### config.mk
export PLATFORM = sky130hd
export DESIGN_NAME = jk_ff_bank
export DESIGN_NICKNAME = d
export VERILOG_FILES = /design/src/rtl/jk_ff_bank.sv
export SDC_FILE = /design/constraint.sdc
export NUM_CORES = 1
export LEC_CHECK = 0
export CAP_MARGIN = 20
export CORE_AREA = 2 2 39 41
export CTS_CLUSTER_SIZE = 14
export DETAILED_ROUTE_END_ITERATION = 7
export DIE_AREA = 0 0 41 43
export PLACE_DENSITY = 0.53
export SLEW_MARGIN = 20
export SYNTH_ARGS = -nofsm -noshare
export SYNTH_HDL_FRONTEND = slang
export SYNTH_SLANG_ARGS = --single-unit
### constraint.sdc
create_clock -name Clk -period 4 [get_ports Clk]
set_clock_uncertainty 0.1 [all_clocks]
set_input_delay 0.8 -clock Clk [delete_from_list [all_inputs] [get_ports Clk]]
set_output_delay 0.8 -clock Clk [all_outputs]
set_load 0.01 [all_outputs]
### src/rtl/jk_ff_bank.sv
// Bank of N JK flip-flops with whole-bank counter, shift and hold modes; per-channel sync preset/clear.
// Q/QN update one Clk edge after inputs are sampled, TC is combinational; no backpressure, every edge is accepted.
module jk_ff_bank #(
  parameter int N = 2
) (
  input  logic         Clk,
  input  logic         Rst,
  input  logic         CE,
  input  logic [1:0]   Mode,
  input  logic         Up,
  input  logic         SerIn,
  input  logic [1:N]   J,
  input  logic [1:N]   K,
  input  logic [1:N]   SD,
  input  logic [1:N]   RD,
  output logic [1:N]   Q,
  output logic [1:N]   QN,
  output logic         SerOut,
  output logic         TC
);

  localparam logic [1:0] MODE_JK    = 2'b00;
  localparam logic [1:0] MODE_CNT   = 2'b01;
  localparam logic [1:0] MODE_SHIFT = 2'b10;
  localparam logic [1:0] MODE_HOLD  = 2'b11;

  localparam logic [N-1:0] CNT_ONE = {{(N-1){1'b0}}, 1'b1};

  logic [1:N]   q_r;
  logic [1:N]   qn_r;
  logic [1:N]   mode_q;
  logic [N-1:0] cnt;
  logic [N-1:0] cnt_nxt;
  logic         cnt_all_ones;
  logic         cnt_all_zeros;

  // Channel 1 is the counter LSB, so the [1:N] bank is bit-reversed into a plain binary word.
  always_comb begin
    cnt = '0;
    for (int i = 1; i <= N; i++) begin
      cnt[i-1] = q_r[i];
    end
    cnt_nxt       = Up ? (cnt + CNT_ONE) : (cnt - CNT_ONE);
    cnt_all_ones  = &cnt;
    cnt_all_zeros = ~|cnt;
  end

  always_comb begin
    mode_q = q_r;
    case (Mode)
      MODE_JK: begin
        for (int i = 1; i <= N; i++) begin
          case ({J[i], K[i]})
            2'b01:   mode_q[i] = 1'b0;
            2'b10:   mode_q[i] = 1'b1;
            2'b11:   mode_q[i] = ~q_r[i];
            default: mode_q[i] = q_r[i];
          endcase
        end
      end
      MODE_CNT: begin
        for (int i = 1; i <= N; i++) begin
          mode_q[i] = cnt_nxt[i-1];
        end
      end
      MODE_SHIFT: begin
        mode_q[1] = SerIn;
        for (int i = 2; i <= N; i++) begin
          mode_q[i] = q_r[i-1];
        end
      end
      MODE_HOLD: mode_q = q_r;
      default:   mode_q = q_r;
    endcase
  end

  // QN is its own flop so SD=RD=0 can drive both outputs high; otherwise it tracks ~Q.
  always_ff @(posedge Clk) begin
    for (int i = 1; i <= N; i++) begin
      if (Rst) begin
        q_r[i]  <= 1'b0;
        qn_r[i] <= 1'b1;
      end else if (!SD[i] || !RD[i]) begin
        q_r[i]  <= ~SD[i];
        qn_r[i] <= ~RD[i];
      end else if (!CE) begin
        qn_r[i] <= ~q_r[i];
      end else begin
        q_r[i]  <= mode_q[i];
        qn_r[i] <= ~mode_q[i];
      end
    end
  end

  assign Q      = q_r;
  assign QN     = qn_r;
  assign SerOut = q_r[N];
  assign TC     = (Mode == MODE_CNT) && CE && !Rst && (Up ? cnt_all_ones : cnt_all_zeros);

endmodule

Yosys cells after proc, flatten, opt, wreduce, memory -nomap -nowiden --
Cells that the tools add are included.
Storage, ports and cells: logic and storage cells 51, bits in registers 4, memories 0, RAM bits 0, bits in latches 0, ROM bits 0, bits of input ports 15
Operators by class: $lt $le $gt $ge 0, equality and inequality tests 9, add/sub/neg operators 2, div/mod/pow operators 0, reductions and logical operators 16, bitwise operators 8, shift-type cells 0, multipliers 0, muxes and demuxes 13
Operator list (count):
- == test 2 bit (second input constant) | 6
- 2-to-1 mux 1 bit | 9
- inverter 1 bit | 8
- one-hot mux 2 bit (4 select lines) | 1
- == test 2 x 1 -> 1 bit (second input constant) | 3
- logical NOT 1 bit | 6
- one-hot mux 1 bit (3 select lines) | 2
- nonzero test 2 bit | 2
- logical AND 1 bit | 3
- adder 2 x 1 -> 2 bit (second input constant) | 1
- logical NOT 2 bit | 1
- logical OR 1 bit | 2
- 2-to-1 mux 2 bit | 1
- AND reduction 2 bit | 1
- OR reduction 2 bit | 1
- subtractor 2 x 1 -> 2 bit (second input constant) | 1

Longest topological paths before layout --
Gate-level depths: netlist (run 1).
depth after elaboration 6, mapped depth 4

Worst setup path after synthesis (run 1) --
OpenSTA, ideal clock, no wires.
kind in2out, start point input Up, end point output TC, stages 2, arrival time 1437 ps, slack 1663 ps, required time 3100 ps, path through or3_2 a21oi_1
On the way: cells in the longest elaborated chain, start to end 2
Ends and longest elaborated chain:
- from (decl) | RTL line 10 | input logic Up,
- 2-to-1 mux 1 bit | RTL line 98 | assign TC = (Mode == MODE_CNT) && CE && !Rst && (Up ? cnt_all_ones : cnt_all_zeros);
- logical AND 1 bit | RTL line 98
- to (decl) | RTL line 19 | output logic TC
Every way passes these cells.

Worst setup path after layout (run 1) --
Ends and elaborated chain as after synthesis.

==> metrics.yaml, run 1 <==
status: "finished, final reports clean"
synth_top_area_share_pct: 29.6
slew_viol_final: 0
yosysTopAreaCell: "dfxtp_1"
floorplan.initialDensity_pct: 19.5
place_congestion: 0.680
grtUsageTotal_pct: 9.84
utilization_pct: 36.5
grt_pass1_wl_um: 1210
crit_top_cell: "clkdlybuf4s50_1"
required_ps: 3100
port_buffers: 20
antenna_found_initial: 0
drtIter0Drc: 4
ys.flop_type: "dfxtp_1"
std_cell_rows: 14
period_share_pct: 81.6
r2r_slack_ps: 2440
ctsHoldBuffers: 0
max_slew_margin_pct: 75.4
peakVddDrop_uv: 84.0
ios: 21
final_nets: 74
async_reset_ff_share_pct: 0
stdcell_area_um2: 505
synth.top_cells.by_count: "dfxtp_1 (4), o21ai_0 (4)"
syn_avg_cell_area_um2: 7.72
fmax_mhz: 306
grt_remaining_overflow: 0
die_x_um: 41
grt_setup_unrepaired: "false"
first_pass_iters: 2
hpwl_um: 600
crit_type: "in -> out"
synth_area_um2: 270
hold_ws_ps: 645
vias_per_cell: 4.44
drc_errors: 0
synthToLayoutAreaGrowth_pct: 87.0
ys_types: 22
seq_area_frac_synth_pct: 29.6
critPathMaxStageDelay_ps: 550
clk_pin_slew_ps: 40
synth_area_leaders: "dfxtp_1 (30%), o21ai_0 (7.4%), o21a_1 (5.6%), nand2b_1 (4.6%), nand4bb_1 (4.2%)"
power.density_nw_per_um2: 265
die_area_um2: 1760
cts_buffer_depth: 2
nFillCells: 153
htreeDepth: 1
die_y_um: 43
power.static_leakage_nw: 0.183
cp_slowest_cell: "clkdlybuf4s50_1"
tritoncts: "yes"
ant_nets: 0
synth_seq_cells: 4
root_buffer: "clkbuf_4"
drive_gt1_share_pct: 7.02
syn_inst: 35
n_antenna_cell: 0
final.setup.tns_ps: 0
core_area_um2: 1380
min_period_ps: 3270
hold_viol: 0
tightestPinTransition_ps: 360
routed_wl_um: 723
fin_total_pwr_uw: 134
wl_per_cell_um: 9.90
ys.warnings.count: 0
clk_latency_ps: 230
cp_max_fo: 3
post_cts.repair.setup_buffers: 0
place_area_um2: 483
cp.arrival_ps: 2370
cap_viol_max_count: 0
worstPathCellList: "clkdlybuf4s50_1, or3_2, a21oi_1, clkdlybuf4s50_1"
synth_edf_count: 0
grt_pass1_vias: 308
ctsResizeCount: 0
numCtsBuffers: 3
synth_fp_nets: 50
end_kind: "primary output"
hold_class: "reg -> reg"
crit_path_start_kind: "input pin"
grt_max_degree: 9
clock-sinks: 4
finalSetupViolCount: 0
num_vias: 324
==> cells in the final DEF, fill, tap and decap left out <==
cell type	n
nand3_1	1
nor2_1	2
or3_2	1
a2111oi_0	1
o21ai_0	4
nand4bb_1	1
a21boi_0	1
o22ai_1	1
a311oi_1	1
clkbuf_4	3
o21a_1	2
clkdlybuf4s50_1	20
nor3_1	2
inv_1	2
dfxtp_1	4
or3_1	1
nor2b_1	1
nor4b_1	1
nand2b_1	2
nand2_1	2
a21o_1	1
xor2_1	1
a21oi_1	2
==> registers in the layout, indices dropped and copies added (netlist names) <==
register and count:
Q 2, QN 2
==> area by class of cell <==
type,instances,area (µm²),area share (%)
Clock buffer,3,22.5,4.46
Multi-Input combinational cell,28,175,34.7
Sequential cell,4,80.1,15.8
Timing Repair Buffer,20,200,39.6
Inverter,2,7.51,1.49
Tap cell,16,20.0,3.96
==> power by group <==
part | switching [mW] | internal [mW]
clock network | 0.0147 | 0.0334
logic | 0.0139 | 0.0257
registers | 0.00334 | 0.0431
total | 0.0319 | 0.102
==> critical path, delay by kind of cell <==
kind	cells	cell delay (ps)
buffers and inverters	2	1000
AOI/OAI and AO/OA	1	150
and+or+nand+nor	1	430
==> worst paths after layout <==
path	start	to	cells after the start
setup reg to reg	Q[1]	QN[2]	4
hold / removal	Q[2]	QN[2]	3
hold reg to reg	Q[2]	QN[2]	3
setup / recovery	Up	TC	4
==> cells by family (layout without fill, tap and decap cells) <==
| group | after synthesis | in the layout | synth area share [%] |
|---|---|---|---|
| xor gates and xnor gates | 1 | 1 | 3.24 |
| AOI/OAI and AO/OA | 13 | 13 | 31.0 |
| buffers and inverters | 3 | 25 | 5.56 |
| and+or+nand+nor | 14 | 14 | 30.6 |
| DFF | 4 | 4 | 29.6 |
==> per-stage QoR <==
| step | worst slack [ps] | instances |
|---|---|---|
| 2_1_floorplan | 1660 | 35 |
| 3_3_place_gp | 753 | 70 |
| 3_5_place_dp | 718 | 70 |
| 4_1_cts | 721 | 73 |
| 5_1_grt | 700 | 73 |
| 6_report | 734 | 73 |
==> routing by layer <==
layer | wire [µm] | track usage, % | part of all wire (%)
met4 | 0 | 6.00 | 0
met1 | 312 | 12.2 | 43
met5 | 0 | 0 | 0
met3 | 37 | 1.57 | 5.1
met2 | 372 | 15.0 | 51
Power figures use the tool's default switching activity.
==> inputs of run 2 (changes only) <==
Settings changed: PLACE_DENSITY 0.53 to 0.55.
Clock period 4 ns to 3 ns, I/O delays scaled along.
==> run 2 against run 1 <==
Combinational power increased by 39%; highest routed layer unchanged; largest cell class unchanged; critical path type unchanged; sequential power increased by 33%; first-iteration DRC count decreased by 50%.
==> metrics.yaml, run 2 (same netlist as run 1, synthesis figures left out) <==
numCtsBuffers: 3  # unchanged
cp.arrival_ps: 2150  # -220 ps
clk_pin_slew_ps: 40  # about the same
worstReg2RegStart: "Q[1]"
antenna_found_initial: 0  # unchanged
num_vias: 343  # +5.9%
required_ps: 2300  # -800 ps
final_nets: 76  # +2.7%
finalSetupViolCount: 0  # unchanged
grt_max_degree: 9  # unchanged
r2r_slack_ps: 1440  # -1000 ps
period_share_pct: 95.1
grt_setup_unrepaired: "false"
power.density_nw_per_um2: 356  # +34%
hpwl_um: 608  # +1.3%
port_buffers: 20  # unchanged
cap_viol_max_count: 0  # unchanged
min_period_ps: 2850
ctsHoldBuffers: 0  # unchanged
fmax_mhz: 350
end_kind: "primary output"
die_x_um: 41  # unchanged
hold_depth: 3  # unchanged
hold_class: "reg -> reg"
die_y_um: 43  # unchanged
synthToLayoutAreaGrowth_pct: 92.6
htreeDepth: 1  # unchanged
crit_path_start_kind: "input pin"
drtIter0Drc: 2  # -2
final.setup.tns_ps: 0  # unchanged
n_antenna_cell: 0  # unchanged
std_cell_rows: 14  # unchanged
grt_remaining_overflow: 0  # unchanged
max_slew_margin_pct: 75.6  # +0.22 points
hold_viol: 0  # unchanged
layout_commonest_cell: "clkdlybuf4s50_1"
grt_pass1_vias: 347  # +13%
root_buffer: "clkbuf_4"
cts_buffer_depth: 2  # unchanged
stdcell_area_um2: 520  # +3.0%
drive_gt1_share_pct: 10.2  # +3.2 points
timing.rr.end: "QN[2]"
ios: 21  # unchanged
vias_per_cell: 4.57  # +3.0%
clock-sinks: 4  # unchanged
worstHoldStart: "Q[2]"
status: "finished, final reports clean"
cp_max_fo: 3  # unchanged
grtUsageTotal_pct: 11.5  # +1.7 points
tightestPinTransition_ps: 356  # -3.21 ps
first_pass_iters: 4  # +2
die_area_um2: 1760  # unchanged
grt_pass1_wl_um: 1380  # +14%
min_to: "QN[2]"
tritoncts: "yes"
routed_wl_um: 764  # +5.7%
floorplan.initialDensity_pct: 19.5  # unchanged
wl_per_cell_um: 10.2  # +2.9%
peakVddDrop_uv: 233  # +180%
place_congestion: 0.678  # -0.32%
worst-r2r-cell-count: 4  # unchanged
slew_viol_final: 0  # unchanged
nFillCells: 152  # -0.65%
ctsResizeCount: 0  # unchanged
clk_latency_ps: 230  # about the same
ant_nets: 0  # unchanged
layout_common_cells: "clkdlybuf4s50_1 (20), dfxtp_1 (4), o21ai_0 (4)"
power.static_leakage_nw: 0.192  # +5.3%
crit_type: "in -> out"
post_cts.repair.setup_buffers: 0  # unchanged
core_area_um2: 1380  # unchanged
drc_errors: 0  # unchanged
place_area_um2: 498  # +3.1%
## run 2: cell count changes in the layout (fill, tap and decap cells not counted), sizes merged
| cell | change |
|---|---|
| buf | +2 |
## run 2: where the power goes
group / switching (mW) / leakage [nW] / total, mW / internal [mW]
combinational: 0.0190 / 0.145 / 0.0550 / 0.0360
sequential: 0.00454 / 0.0333 / 0.0619 / 0.0574
clock: 0.0234 / 0.0138 / 0.0682 / 0.0448
## run 2: worst max path at each step
| stage | startpoint | endpoint | cells past startpoint |
|---|---|---|---|
| floorplan | Up | TC | 2 |
| global placement | Up | TC | 4 |
| detailed placement | Up | TC | 4 |
| CTS | Up | TC | 4 |
| global route | Up | TC | 4 |
| finish | Up | TC | 4 |
## run 2: metrics by stage
stage	hold slack (ps)	power (mW)	cells	worst slack [ps]	utilization (%)
floorplan	589	0.0825	35	1060	-
global placement	653	0.118	72	156	36.0
detailed placement	651	0.118	72	139	36.0
CTS	654	0.189	75	135	37.6
global route	757	0.201	75	90.6	37.6
finish	629	0.185	75	146	37.6
## run 2: per-layer routing
layer,up-vias,global-route usage (%),routed length (µm)
met2,10,16.3,386
met4,0,2.00,0
met3,0,7.85,54
met5,-,0,0
met1,155,14.4,322
li1,178,-,-
## run 2: critical path, stage by stage
cell and delay, ps:
clkdlybuf4s50_1 440, or3_2 420, a21oi_1 150, clkdlybuf4s50_1 550
## run 2: layout make-up
cell class	count	area (µm²)	share of cell area, %
sequential	4	80.1	15.4
clock buffer	3	22.5	4.33
timing repair buffer	22	215	41.3
inverter	2	7.51	1.44
tap	16	20.0	3.85
multi-input combinational	28	175	33.7
==> inputs of run 3 (changes only) <==
Settings changed: PLACE_DENSITY 0.55 to 0.53.
Clock period 3 ns to 2.7 ns, I/O delays scaled along.
==> run 3 against run 2 <==
Register-to-register slack got worse by 320 ps; critical path depth is the same; count of clock-buffer cells in the layout unchanged; power is 11% higher; utilization up 1.5 points; sequential cell count is the same; sequential share of layout area fell by 0.60 points; clock power up 6.3%; highest routed layer unchanged.
==> metrics.yaml, run 3 (same netlist as run 1, synthesis figures left out) <==
vias_per_cell: 4.46  # -2.4%
setup_slack_ps: 278  # +131 ps
ant_nets: 0  # unchanged
post_cts.repair.setup_buffers: 0  # unchanged
end_kind: "primary output"
die_area_um2: 1760  # unchanged
drc_errors: 0  # unchanged
required_ps: 2060  # -240 ps
wl_per_cell_um: 9.99  # -2.0%
synthToLayoutAreaGrowth_pct: 100
port_buffers: 20  # unchanged
num_vias: 348  # +1.5%
period_share_pct: 89.7
root_buffer: "clkbuf_4"
hold_class: "reg -> reg"
grtUsageTotal_pct: 9.45  # -2.1 points
grt_pass1_vias: 278  # -20%
min_period_ps: 2420
cp_max_fo: 2  # -1
numCtsBuffers: 3  # unchanged
hold_ws_ps: 663  # +33.7 ps
std_cell_rows: 14  # unchanged
cap_viol_max_count: 0  # unchanged
dp_slack_ps: -2.31  # -141 ps
drive_gt1_share_pct: 14.5  # +4.3 points
routed_wl_um: 779  # +2.0%
n_antenna_cell: 0  # unchanged
grt_setup_unrepaired: "false"
clock-sinks: 4  # unchanged
grt_max_degree: 9  # unchanged
antenna_found_initial: 0  # unchanged
place_congestion: 0.680  # +0.29%
hpwl_um: 627  # +3.2%
crit_type: "in -> out"
finalSetupViolCount: 0  # unchanged
cp_slowest_cell: "clkdlybuf4s50_1"
stdcell_area_um2: 542  # +4.1%
place_area_um2: 520  # +4.5%
grt_remaining_overflow: 0  # unchanged
layout_commonest_cell: "clkdlybuf4s50_1"
fmax_mhz: 413
ios: 21  # unchanged
htreeDepth: 1  # unchanged
final_nets: 79  # +3.9%
drtIter0Drc: 0  # -2
status: "finished, final reports clean"
layout_common_cells: "clkdlybuf4s50_1 (19), buf_4 (5), dfxtp_1 (4), o21ai_0 (4), clkbuf_4 (3)"
tritoncts: "yes"
clk_pin_slew_ps: 40  # about the same
peakVddDrop_uv: 182  # -22%
grt_pass1_wl_um: 1110  # -20%
critPathMaxStageDelay_ps: 410  # -140 ps
hold_viol: 0  # unchanged
slew_viol_final: 0  # unchanged
tightestPinTransition_ps: 363  # +6.87 ps
cts_buffer_depth: 2  # unchanged
clk_latency_ps: 230  # about the same
worstPathCellList: "clkdlybuf4s50_1, or3_2, a21oi_1, dlygate4sd2_1"
power.static_leakage_nw: 0.211  # +10%
die_x_um: 41  # unchanged
max_slew_margin_pct: 75.2  # -0.47 points
power.density_nw_per_um2: 380  # +6.7%
first_pass_iters: 1  # -3
floorplan.initialDensity_pct: 19.5  # unchanged
crit_path_start_kind: "input pin"
die_y_um: 43  # unchanged
core_area_um2: 1380  # unchanged
cp.arrival_ps: 1780  # -370 ps
## run 3: cell types whose count changed in the layout (fill, tap and decap cells not counted)
cell | before | now
dlygate4sd2_1 | 0 | 1
clkdlybuf4s50_1 | 20 | 19
buf_4 | 2 | 5
## run 3: where the power goes
part	leakage, nW	total (mW)	switching, mW	internal (mW)
sequential	0.0333	0.0688	0.00503	0.0638
combinational	0.164	0.0643	0.0217	0.0426
clock	0.0138	0.0725	0.0229	0.0496
## run 3: path summary, 6_finish.rpt
check	from	to	slack (ps)	cells after the start
max	Up	TC	280	4
min	Q[2]	QN[2]	660	3
max reg2reg	Q[1]	QN[2]	1120	4
min reg2reg	Q[2]	QN[2]	660	3
## run 3: through the flow
step	util (%)	setup TNS [ps]	std cells	power [mW]
after global placement	37.6	0	75	0.135
final	39.2	0	78	0.206
after CTS	39.2	0	78	0.211
after global routing	39.2	0	78	0.221
after floorplan	-	0	35	0.0916
after detailed placement	37.6	-2.31	75	0.135
## run 3: area by class of cell
cell class | count | area [µm²]
clock buffer | 3 | 22.5
fill | 154 | 842
inverter | 2 | 7.51
multi-input combinational | 28 | 175
sequential | 4 | 80.1
tap | 16 | 20.0
timing repair buffer | 25 | 236
## run 3: critical path: cells and delay by family
| family | cells | cell delay (ps) |
|---|---|---|
| buffers and inverters | 2 | 680 |
| AOI/OAI and AO/OA | 1 | 140 |
| and+or+nand+nor | 1 | 410 |
## run 3: metal layers
metal / wire length, µm / up-vias / global-route usage (%) / part of all wire, %
met5: 0 / - / 0 / 0
met4: 0 / 0 / 2.00 / 0
met3: 44 / 0 / 6.28 / 5.6
met2: 365 / 9 / 13.4 / 47
met1: 370 / 153 / 11.6 / 47
li1: - / 186 / - / -
## run 3: timing repair
action / 4_1_cts / 5_1_grt
setup endpoints to repair: 1 / 0
hold buffers: 0 / 0
resized for setup: 1 / 0
